**src/rtl/bus_sequencer_pkg.sv**
```systemverilog
// Shared definitions for the bus sequencer: opcodes, FSM states and the bus
// address map used by the sequencer and the units hanging off the core bus.
package bus_sequencer_pkg;

   localparam int DEF_DATA_WIDTH     = 8;
   localparam int DEF_ROM_ADDR_WIDTH = 5;

   typedef enum logic [1:0] {
      OP_MOV = 2'b00,
      OP_LDI = 2'b01,
      OP_JMP = 2'b10,
      OP_JNZ = 2'b11
   } opcode_t;

   typedef enum logic [2:0] {
      SQ_FETCH  = 3'd0,
      SQ_DECODE = 3'd1,
      SQ_READ   = 3'd2,
      SQ_WRITE  = 3'd3,
      SQ_HALT   = 3'd4
   } sq_state_t;

   // Read selects live at 0x0n, write selects at 0x8n; 0 is the idle bus.
   localparam logic [7:0] RD_DR0 = 8'h01;
   localparam logic [7:0] RD_DR1 = 8'h02;
   localparam logic [7:0] RD_AR  = 8'h03;
   localparam logic [7:0] RD_RE  = 8'h04;
   localparam logic [7:0] WR_DR0 = 8'h81;
   localparam logic [7:0] WR_DR1 = 8'h82;
   localparam logic [7:0] WR_AR  = 8'h83;
   localparam logic [7:0] WR_ALU = 8'h84;

endpackage

```
**src/rtl/bus_sequencer_decode.sv**
```systemverilog
// Combinational instruction splitter: opcode/A/B fields plus the halt and
// jump-taken flags the sequencer FSM needs in its DECODE cycle.
module instr_decode
   import bus_sequencer_pkg::*;
#(
   parameter int DATA_WIDTH  = DEF_DATA_WIDTH,
   parameter int INSTR_WIDTH = 2*DATA_WIDTH+2
) (
   input  logic [INSTR_WIDTH-1:0] instr,
   input  logic [DATA_WIDTH-1:0]  re,
   output logic [1:0]             opcode,
   output logic [DATA_WIDTH-1:0]  fld_a,
   output logic [DATA_WIDTH-1:0]  fld_b,
   output logic                   is_halt,
   output logic                   jump_taken
);

   assign opcode = instr[INSTR_WIDTH-1 -: 2];
   assign fld_a  = instr[2*DATA_WIDTH-1:DATA_WIDTH];
   assign fld_b  = instr[DATA_WIDTH-1:0];

   // JMP with a nonzero B field is the HALT encoding.
   assign is_halt    = (opcode == OP_JMP) && (fld_b != '0);
   assign jump_taken = ((opcode == OP_JMP) && (fld_b == '0)) ||
                       ((opcode == OP_JNZ) && (re != '0));

endmodule

```
**src/rtl/bus_sequencer.sv**
```systemverilog
// Instruction fetch / bus transfer sequencer: turns ROM instructions into
// explicit read-then-write transfers on the core bus, with registered outputs.
module bus_sequencer
   import bus_sequencer_pkg::*;
#(
   parameter int DATA_WIDTH     = DEF_DATA_WIDTH,
   parameter int ROM_ADDR_WIDTH = DEF_ROM_ADDR_WIDTH,
   parameter int INSTR_WIDTH    = 2*DATA_WIDTH+2
) (
   input  logic                      clk,
   input  logic                      rst_n,
   input  logic                      run,
   output logic [ROM_ADDR_WIDTH-1:0] rom_addr,
   input  logic [INSTR_WIDTH-1:0]    rom_data,
   output logic [DATA_WIDTH-1:0]     addr_bus,
   output logic [DATA_WIDTH-1:0]     data_bus_out,
   input  logic [DATA_WIDTH-1:0]     data_bus_in,
   input  logic [DATA_WIDTH-1:0]     re,
   output logic                      halted
);

   sq_state_t                 state_q, state_d;
   logic [ROM_ADDR_WIDTH-1:0] pc_q, pc_d;
   logic [INSTR_WIDTH-1:0]    ir_q, ir_d, cur_instr;
   logic [DATA_WIDTH-1:0]     wdata_q, wdata_d;
   logic [DATA_WIDTH-1:0]     addr_q, addr_d;
   logic [DATA_WIDTH-1:0]     dout_q, dout_d;
   logic                      halted_q, halted_d;

   logic [1:0]                op_raw;
   opcode_t                   opcode;
   logic [DATA_WIDTH-1:0]     fld_a, fld_b;
   logic                      is_halt, jump_taken;

   // The ROM word is only valid during DECODE; later states work from ir.
   assign cur_instr = (state_q == SQ_DECODE) ? rom_data : ir_q;
   assign opcode    = opcode_t'(op_raw);

   instr_decode #(
      .DATA_WIDTH  (DATA_WIDTH),
      .INSTR_WIDTH (INSTR_WIDTH)
   ) u_decode (
      .instr      (cur_instr),
      .re         (re),
      .opcode     (op_raw),
      .fld_a      (fld_a),
      .fld_b      (fld_b),
      .is_halt    (is_halt),
      .jump_taken (jump_taken)
   );

   // NOTE: sequential state uses non-blocking assignments so every register
   // samples pre-edge values, independent of statement order.
   always_ff @(posedge clk or negedge rst_n) begin
      if (!rst_n) begin
         state_q  <= SQ_FETCH;
         pc_q     <= '0;
         ir_q     <= '0;
         wdata_q  <= '0;
         addr_q   <= '0;
         dout_q   <= '0;
         halted_q <= 1'b0;
      end else begin
         state_q  <= state_d;
         pc_q     <= pc_d;
         ir_q     <= ir_d;
         wdata_q  <= wdata_d;
         addr_q   <= addr_d;
         dout_q   <= dout_d;
         halted_q <= halted_d;
      end
   end

   // NOTE: every combinational output gets a default first, so no path
   // through the case statement can infer a latch.
   always_comb begin
      state_d = state_q;
      pc_d    = pc_q;
      case (state_q)
         SQ_FETCH:  if (run) state_d = SQ_DECODE;
         SQ_DECODE: begin
            case (opcode)
               OP_MOV: state_d = SQ_READ;
               OP_LDI: state_d = SQ_WRITE;
               default: begin
                  if (is_halt) begin
                     state_d = SQ_HALT;
                  end else begin
                     state_d = SQ_FETCH;
                     pc_d    = jump_taken ? fld_a[ROM_ADDR_WIDTH-1:0] : pc_q + 1'b1;
                  end
               end
            endcase
         end
         SQ_READ:   state_d = SQ_WRITE;
         SQ_WRITE: begin
            state_d = SQ_FETCH;
            pc_d    = pc_q + 1'b1;
         end
         SQ_HALT:   state_d = SQ_HALT;
         default:   state_d = SQ_FETCH;
      endcase
   end

   // Output registers are loaded on entry to READ/WRITE so the bus values are
   // present for the whole of that state and return to 0 afterwards.
   always_comb begin
      addr_d   = '0;
      dout_d   = '0;
      halted_d = halted_q;
      wdata_d  = wdata_q;
      ir_d     = ir_q;
      case (state_q)
         SQ_DECODE: begin
            ir_d = rom_data;
            if (state_d == SQ_READ) begin
               addr_d = fld_a;
            end else if (state_d == SQ_WRITE) begin
               addr_d  = fld_b;
               dout_d  = fld_a;
               wdata_d = fld_a;
            end else if (state_d == SQ_HALT) begin
               halted_d = 1'b1;
            end
         end
         SQ_READ: begin
            wdata_d = data_bus_in;
            addr_d  = fld_b;
            dout_d  = data_bus_in;
         end
         default: ;
      endcase
   end

   assign rom_addr     = pc_q;
   assign addr_bus     = addr_q;
   assign data_bus_out = dout_q;
   assign halted       = halted_q;

endmodule

```
**config.mk**
```make
export PLATFORM = sky130hd
export DESIGN_NAME = bus_sequencer
export DESIGN_NICKNAME = d
export VERILOG_FILES = /design/src/rtl/bus_sequencer_pkg.sv /design/src/rtl/bus_sequencer_decode.sv /design/src/rtl/bus_sequencer.sv
export SDC_FILE = /design/constraint.sdc
export NUM_CORES = 1
export LEC_CHECK = 0
export CAP_MARGIN = 30
export CORE_UTILIZATION = 41
export CTS_BUF_LIST = sky130_fd_sc_hd__clkbuf_16
export CTS_CLUSTER_DIAMETER = 60
export DETAILED_ROUTE_END_ITERATION = 16
export PLACE_DENSITY = 0.8
export SYNTH_ARGS = -nofsm -noshare
export SYNTH_HDL_FRONTEND = slang
export SYNTH_SLANG_ARGS = --single-unit
```
**constraint.sdc**
```tcl
create_clock -name clk -period 1.71 [get_ports clk]
set_input_delay 0.342 -clock clk [delete_from_list [all_inputs] [get_ports clk]]
set_output_delay 0.342 -clock clk [all_outputs]
set_load 0.02 [all_outputs]
```
==> run_results.csv, run 1 <==
group,metric,value,unit
worst_setup_path,crit_chain,"or3b_4, nand4_1, o221a_4, a211oi_1, a221o_1",
global_routing,grt_overflow,0,
detailed_routing,wirelength,5.31,mm
clock_tree,clk_pin_slew,0.06,ns
timing,setup-violations-final,13,
timing,finalCriticalPeriod,1.84,ns
detailed_routing,drc_errors,0,
final_layout,fillers,304,
detailed_routing,drt_iter0_drc,207,
clock_tree,clock-sinks,40,
placed_design,numPortBuffers,58,
synth,yosysWarnings,0,
final_layout,stdcell_area,0.00292,mm^2
timing,hold-worst-slack,0.0113,ns
clock_tree,clockBufferDepth,2,
worst_setup_path,cp_top_family,"simple AND/OR/NAND/NOR gates",
flow_run,drv_cap,0,
final_layout,syn2layout_area_growth,60.2,%
worst_setup_path,endpoint_kind,"flop",
synth,synthTopCellsByArea,"dfrtp_1, nand2_1, a22o_1",
placed_design,dp_hpwl,3.52,mm
detailed_routing,via_count,1785,
synth,avgSynthCellArea,9.75,um^2
power_and_ir_drop,p_comb_share,50.0,%
global_routing,grt_usage,24.4,%
timing,worst_slack,-0.128,ns
global_routing,grt_start_max_net_pins,23,
hold_path,hp-class,"input pin to asynchronous set/reset pin",
synth,async_flop_share,100,%
synth,synth.top_cell.area_share,54.9,%
worst_setup_path,r2r_end,"rom_addr[0]",
worst_setup_path,rrSetupSlack,-0.13,ns
worst_setup_path,crit_buf_inv,0,
synth,yosysTopAreaCell,"dfrtp_1",
final_layout,final_util,70.5,%
timing,timing.fmax,544,MHz
power_and_ir_drop,power_density,1830,mW/mm^2
synth,synth.distinct_cells,41,
die,initial_core_util,44.0,%
run_status,status,"finished with violations",
die,die-width,68.7,um
power_and_ir_drop,clock_power_share,20.2,%
power_and_ir_drop,ir_drop,749,uV
synth,netlist_area,0.00182,mm^2
clock_tree,cts_max_level,2,
synth,synth-main-ff-cell,"dfrtp_1",
timing,grt_setup_unrepaired,"true",
detailed_routing,wl_per_cell,16.4,um
clock_tree,cts_tree,"yes",
die,rows,23,
run_status,violations,"setup timing",
final_layout,nNetsFinal,310,
timing,finalCritPeriodShare,107,%
global_routing,grt_pass1_wl,8.16,mm
final_layout,layout-drive-gt1-share,22.0,%
detailed_routing,drt_pass1_iterations,4,
die,die_h,68.7,um
die,design.core.area,0.00414,mm^2
synth,seq_area_frac_synth,54.9,%
synth,ys_ff_latch,40,
worst_setup_path,worst_ep_required_time,1.88,ns
final_layout,antenna_cells,0,
placed_design,place_ws,-0.468,ns
power_and_ir_drop,power.share.sequential,29.8,%
die,dieArea,0.00472,mm^2
power_and_ir_drop,switching_power,2.06,mW
worst_setup_path,cp.arrival,2.00,ns
worst_setup_path,cp-start-kind,"flop",
worst_setup_path,cp_slowest_cell,"or3b_4",
global_routing,grt_pass1_vias,1716,
detailed_routing,ant_nets,0,
synth,synth_nets,225,
worst_setup_path,path_class,"flop to flop",
timing,clock_skew,0.00456,ns
power_and_ir_drop,switching_share,38.6,%
placed_design,gp_congestion,0.855,
timing,slew-limit-headroom,67.8,%
worst_setup_path,reg2regPathDepth,5,
timing,hold_violations,0,
timing,final-max-slew-violation-count,0,
synth,synth_edf_count,0,
die,io_pins,59,
worst_setup_path,rr_startpoint,"state_q[2]",
global_routing,antenna_found_initial,0,
power_and_ir_drop,internal-power,3.27,mW
detailed_routing,via_per_inst,5.53,
worst_setup_path,critical_path.max_fanout,5,
timing,worst_pin_slew,0.483,ns
worst_setup_path,cpPeakStageDelay,0.47,ns
clock_tree,cts_root_buf,"clkbuf_16",
clock_tree,cts_buffers,5,
clock_tree,postCtsHoldBufs,0,
clock_tree,clock_latency,0.29,ns
power_and_ir_drop,p_leak,1.36,nW
placed_design,placed_cell_area,0.00261,mm^2
synth,synthCells,187,
[synth_stat cells (2+ instances only)]
master / number
o21ai_0: 7
nor2_1: 4
a21oi_1: 4
nand2b_1: 3
a41oi_1: 3
clkbuf_1: 4
nor4_1: 6
a21o_1: 2
a22o_1: 9
dfrtp_1: 40
nand2_1: 63
nand3_1: 2
inv_1: 3
a211oi_1: 4
o211ai_1: 4
nor3_1: 3
or3b_1: 2
[routing by layer]
layer | global-route usage, % | part of all wire [%]
met5 | 0 | 0
met2 | 40.7 | 48
met4 | 9.64 | 3.3
met1 | 30.5 | 42
met3 | 5.43 | 6.8
[state kept, by name, summed over array words and instances, names as in the netlist]
name,cells
halted,1
data_bus_out,8
rom_addr,5
addr_bus,8
ir_q,15
state_q,3
[cells in the final DEF (no fill, tap or decap), types with 3 or more instances in the layout]
cell type	instances
o21ai_0	7
inv_1	3
buf_6	3
buf_4	23
nor4_2	3
clkdlybuf4s50_1	47
nand2b_1	3
clkbuf_16	5
a22o_1	9
a211oi_1	4
o211ai_1	4
nand2_1	62
dlygate4sd2_1	9
a21oi_1	3
dfrtp_1	38
[power by group through the flow]
stage                     sequential [mW]  combinational (mW)  clock (mW)
after global routing                 1.63                2.89        1.13
after CTS                            1.57                2.53        1.07
after global placement               1.56                2.32           0
after detailed placement             1.58                2.36           0
final                                1.59                2.67        1.08
after floorplan                      1.80                1.11           0
[final cells by class]
| cell class | instances | area (um^2) | share of cell area [%] |
|---|---|---|---|
| clock inverter | 3 | 42.5 | 1.46 |
| sequential | 40 | 1000 | 34.4 |
| multi-input combinational | 138 | 902 | 30.9 |
| inverter | 3 | 11.3 | 0.386 |
| timing repair buffer | 84 | 773 | 26.5 |
| clock buffer | 5 | 125 | 4.28 |
| tap | 50 | 62.6 | 2.14 |
[per-stage QoR]
step	TNS, ns	cells	total power [mW]
final	-0.873	323	5.33
after global routing	-1.84	323	5.65
after CTS	-0.0837	322	5.17
after detailed placement	-9.38	312	3.94
after global placement	-8.16	312	3.88
after floorplan	0	187	2.91
[how the worst max path moves through the flow]
stage                      start          end  slack (ns)  cells past startpoint
finish                state_q[2]  rom_addr[0]       -0.13                      5
global route          state_q[1]  addr_bus[1]       -0.18                      8
CTS                   state_q[1]  addr_bus[0]       -0.05                      4
detailed placement  rom_data[16]  addr_bus[6]       -0.47                      6
global placement    rom_data[16]  addr_bus[0]       -0.40                      5
floorplan             state_q[1]  addr_bus[0]       0.004                      7
[logic make-up after synthesis]
| group | share of synthesized area (%) |
|---|---|
| AO/OA/AOI/OAI | 18.1 |
| multiplexers | 0.618 |
| AND/OR/NAND/NOR | 23.0 |
| flip-flops | 54.9 |
| adder cells (fa/ha/maj) | 0.686 |
| buffers and inverters | 2.74 |
[what timing repair did]
item | CTS | global route
buffers inserted | 2 | 0
pin swaps | 15 | 8
gates cloned | 0 | 1
setup endpoints to repair | 21 | 22
endpoints found under the hold margin | 0 | 0
resized for setup | 26 | 11
No activity file was read; power rests on OpenSTA's default activity.
==> run 2: changes to the inputs <==
Settings changed: ABC_CLOCK_PERIOD_IN_PS from default to 1710.
==> results of run 2 <==
No change in the layout: final DEF, timing and power equal those of run 1.
==> run 3: changes to the inputs <==
Settings changed: CORE_UTILIZATION 41 to 42, PLACE_DENSITY 0.8 to 0.81, SYNTH_HIERARCHICAL from default to 1.
==> run 3 against run 2 <==
Compared with the run above:
- the run still ends with setup timing left
- sequential share of layout area decreased by 0.42 points
- clock power decreased by 18%
- synthesized cell count increased by 2.1%
- maximum frequency decreased by 21%
- core utilization increased by 1.5 points
- combinational power increased by 55%
- die area increased by 3.9%
- worst hold slack improved by 0.48 ns
- sequential power increased by 6%
- largest cell class unchanged
- largest power group unchanged
==> run_results.csv, run 3 <==
group,metric,value,unit
power_and_ir_drop,p_leak,1.49,nW
power_and_ir_drop,ir_drop,1100,uV
final_layout,nNetsFinal,318,
final_layout,antenna_cells,0,
timing,grt_setup_unrepaired,"true",
detailed_routing,via_count,1709,
timing,worst_pin_slew,0.405,ns
timing,hold_violations,0,
power_and_ir_drop,power,6.71,mW
worst_setup_path,cp-start-kind,"flop",
synth,synth_most_common_cell,"nand2_1",
die,initial_core_util,44.0,%
run_status,violations,"setup timing",
synth,synth.top_cell.area_share,55.4,%
global_routing,grt_pass1_vias,1714,
clock_tree,cts_max_level,2,
detailed_routing,route.met2.wl,2.52,mm
timing,final-max-slew-violation-count,0,
placed_design,numPortBuffers,58,
detailed_routing,wl_per_cell,15.3,um
global_routing,grt_start_max_net_pins,30,
clock_tree,cts_buffers,5,
final_layout,stdcell_area,0.00318,mm^2
timing,timing.fmax,430,MHz
final_layout,layout-drive-gt1-share,34.6,%
synth,seq_area_frac_synth,55.4,%
power_and_ir_drop,power_density,2110,mW/mm^2
die,rows,24,
synth,netlist_area,0.00194,mm^2
timing,clock_skew,0.00344,ns
detailed_routing,ant_nets,0,
placed_design,gp_congestion,0.775,
placed_design,dp_hpwl,3.34,mm
detailed_routing,drc_errors,0,
die,io_pins,59,
clock_tree,cts_root_buf,"clkbuf_16",
worst_setup_path,cp.arrival,2.49,ns
clock_tree,clockBufferDepth,2,
global_routing,grt_overflow,0,
die,dieArea,0.00490,mm^2
detailed_routing,highest_layer,"met4",
final_layout,layout_commonest_cell,"clkdlybuf4s50_1",
timing,finalCritPeriodShare,136,%
die,die_h,70.0,um
detailed_routing,dr_wl_met3,297,um
synth,synth-main-ff-cell,"dfrtp_1",
final_layout,fillers,317,
hold_path,hp-class,"flop to flop",
die,die-width,70.0,um
detailed_routing,wirelength,5.08,mm
timing,slew-limit-headroom,73.0,%
global_routing,grt_pass1_wl,8.12,mm
synth,synthTopCellsByArea,"dfrtp_1, nand2_1, a22o_1",
detailed_routing,drt_pass1_iterations,4,
synth,synth.distinct_cells,32,
worst_setup_path,endpoint_kind,"flop",
final_layout,largest_reg_flops,18,
timing,setup-violations-final,24,
flow_run,drv_cap,0,
run_status,status,"finished with violations",
die,design.core.area,0.00441,mm^2
synth,yosysTopAreaCell,"dfrtp_1",
worst_setup_path,critical_path.max_fanout,7,
clock_tree,clk_pin_slew,0.06,ns
synth,yosysWarnings,6,
final_layout,syn2layout_area_growth,63.6,%
synth,synth_nets,229,
detailed_routing,drt_iter0_drc,78,
detailed_routing,via_per_inst,5.15,
clock_tree,clock_latency,0.28,ns
synth,ys_ff_latch,43,
synth,synth_common_cells,"nand2_1, dfrtp_1, buf_4",
global_routing,antenna_found_initial,0,
detailed_routing,drt-met1-wl,2.18,mm
synth,async_flop_share,100,%
synth,avgSynthCellArea,10.2,um^2
worst_setup_path,path_class,"flop to flop",
clock_tree,clock-sinks,43,
final_layout,mostFrequentLayoutCells,"clkdlybuf4s50_1, dfrtp_1, buf_4",
global_routing,grt_usage,21.7,%
final_layout,top_register,"ir_q",
synth,synthCells,191,
timing,worst_slack,-0.616,ns
synth,synth_edf_count,0,
placed_design,placed_cell_area,0.00278,mm^2
worst_setup_path,worst_ep_required_time,1.88,ns
timing,finalCriticalPeriod,2.33,ns
clock_tree,cts_tree,"yes",
run 3: repair_timing:
| action | CTS | global route |
|---|---|---|
| endpoints found under the hold margin | 14 | 0 |
| setup endpoints to repair | 24 | 25 |
| hold buffers | 1 | 0 |
| pin swaps | 11 | 13 |
| gates resized for setup | 13 | 23 |
| buffers inserted | 8 | 9 |
| gates cloned | 1 | 0 |
run 3: worst paths after layout:
path	cells after the start	endpoint	startpoint	slack [ns]
worst max-delay path	11	rom_addr[0]	state_q[2]	-0.62
worst min-delay path	1	halted	halted	0.49
worst max register to register	11	rom_addr[0]	state_q[2]	-0.62
worst min register to register	1	halted	halted	0.49
max in group asynchronous	3	addr_bus[2]	rst_n	0.71
min in group asynchronous	2	data_bus_out[5]	rst_n	0.52
run 3: cell families (layout without fill, tap and decap cells):
kind of cell | after synthesis | after routing | share of synthesized area [%]
fa+ha+maj | 1 | 1 | 0.644
simple gates | 81 | 82 | 19.5
mux | 4 | 4 | 2.06
compound gates | 35 | 35 | 13.4
flops | 43 | 43 | 55.4
buf+inv | 27 | 115 | 9.01
run 3: worst max-delay path, stage by stage (launching register included):
cell and delay (ns):
dfrtp_2 0.39, nor2_4 0.06, and2_4 0.15, buf_6 0.13
nand2_2 0.08, nand2_4 0.07, nor4_4 0.33, a21oi_2 0.10
a311oi_2 0.34, nand2_2 0.13, nor3b_2 0.17, a221o_1 0.25
run 3: layout make-up:
class / instances / area (um^2) / area share [%]
Clock inverter: 2 / 8.76 / 0.276
Clock buffer: 5 / 125 / 3.94
Tap cell: 52 / 65.1 / 2.05
Inverter: 3 / 11.3 / 0.354
Multi-Input combinational cell: 122 / 901 / 28.3
Timing Repair Buffer: 105 / 988 / 31.1
Sequential cell: 43 / 1080 / 33.9
run 3: stage by stage:
step                setup TNS [ns]  hold WS (ns)  setup slack, ns  utilization, %  std cells
floorplan                    -2.29        0.0464           -0.540               -        191
global placement             -7.16         0.290           -0.526            63.0        308
detailed placement           -7.86         0.291           -0.565            63.0        308
CTS                          -7.12         0.483           -0.547            68.7        325
global route                 -9.90         0.509           -0.754            72.0        332
finish                       -7.61         0.491           -0.616            72.0        332
run 3: power by group:
group	switching [mW]	internal, mW	total (mW)
clock network	0.364	0.525	0.889
registers	0.227	1.46	1.69
logic	2.07	2.06	4.13
total	2.66	4.05	6.71
run 3: layer usage:
metal	vias to the layer above	global-route usage, %
li1	811	-
met5	-	0
met4	0	8.44
met2	65	35.8
met1	825	27.6
met3	8	5.34
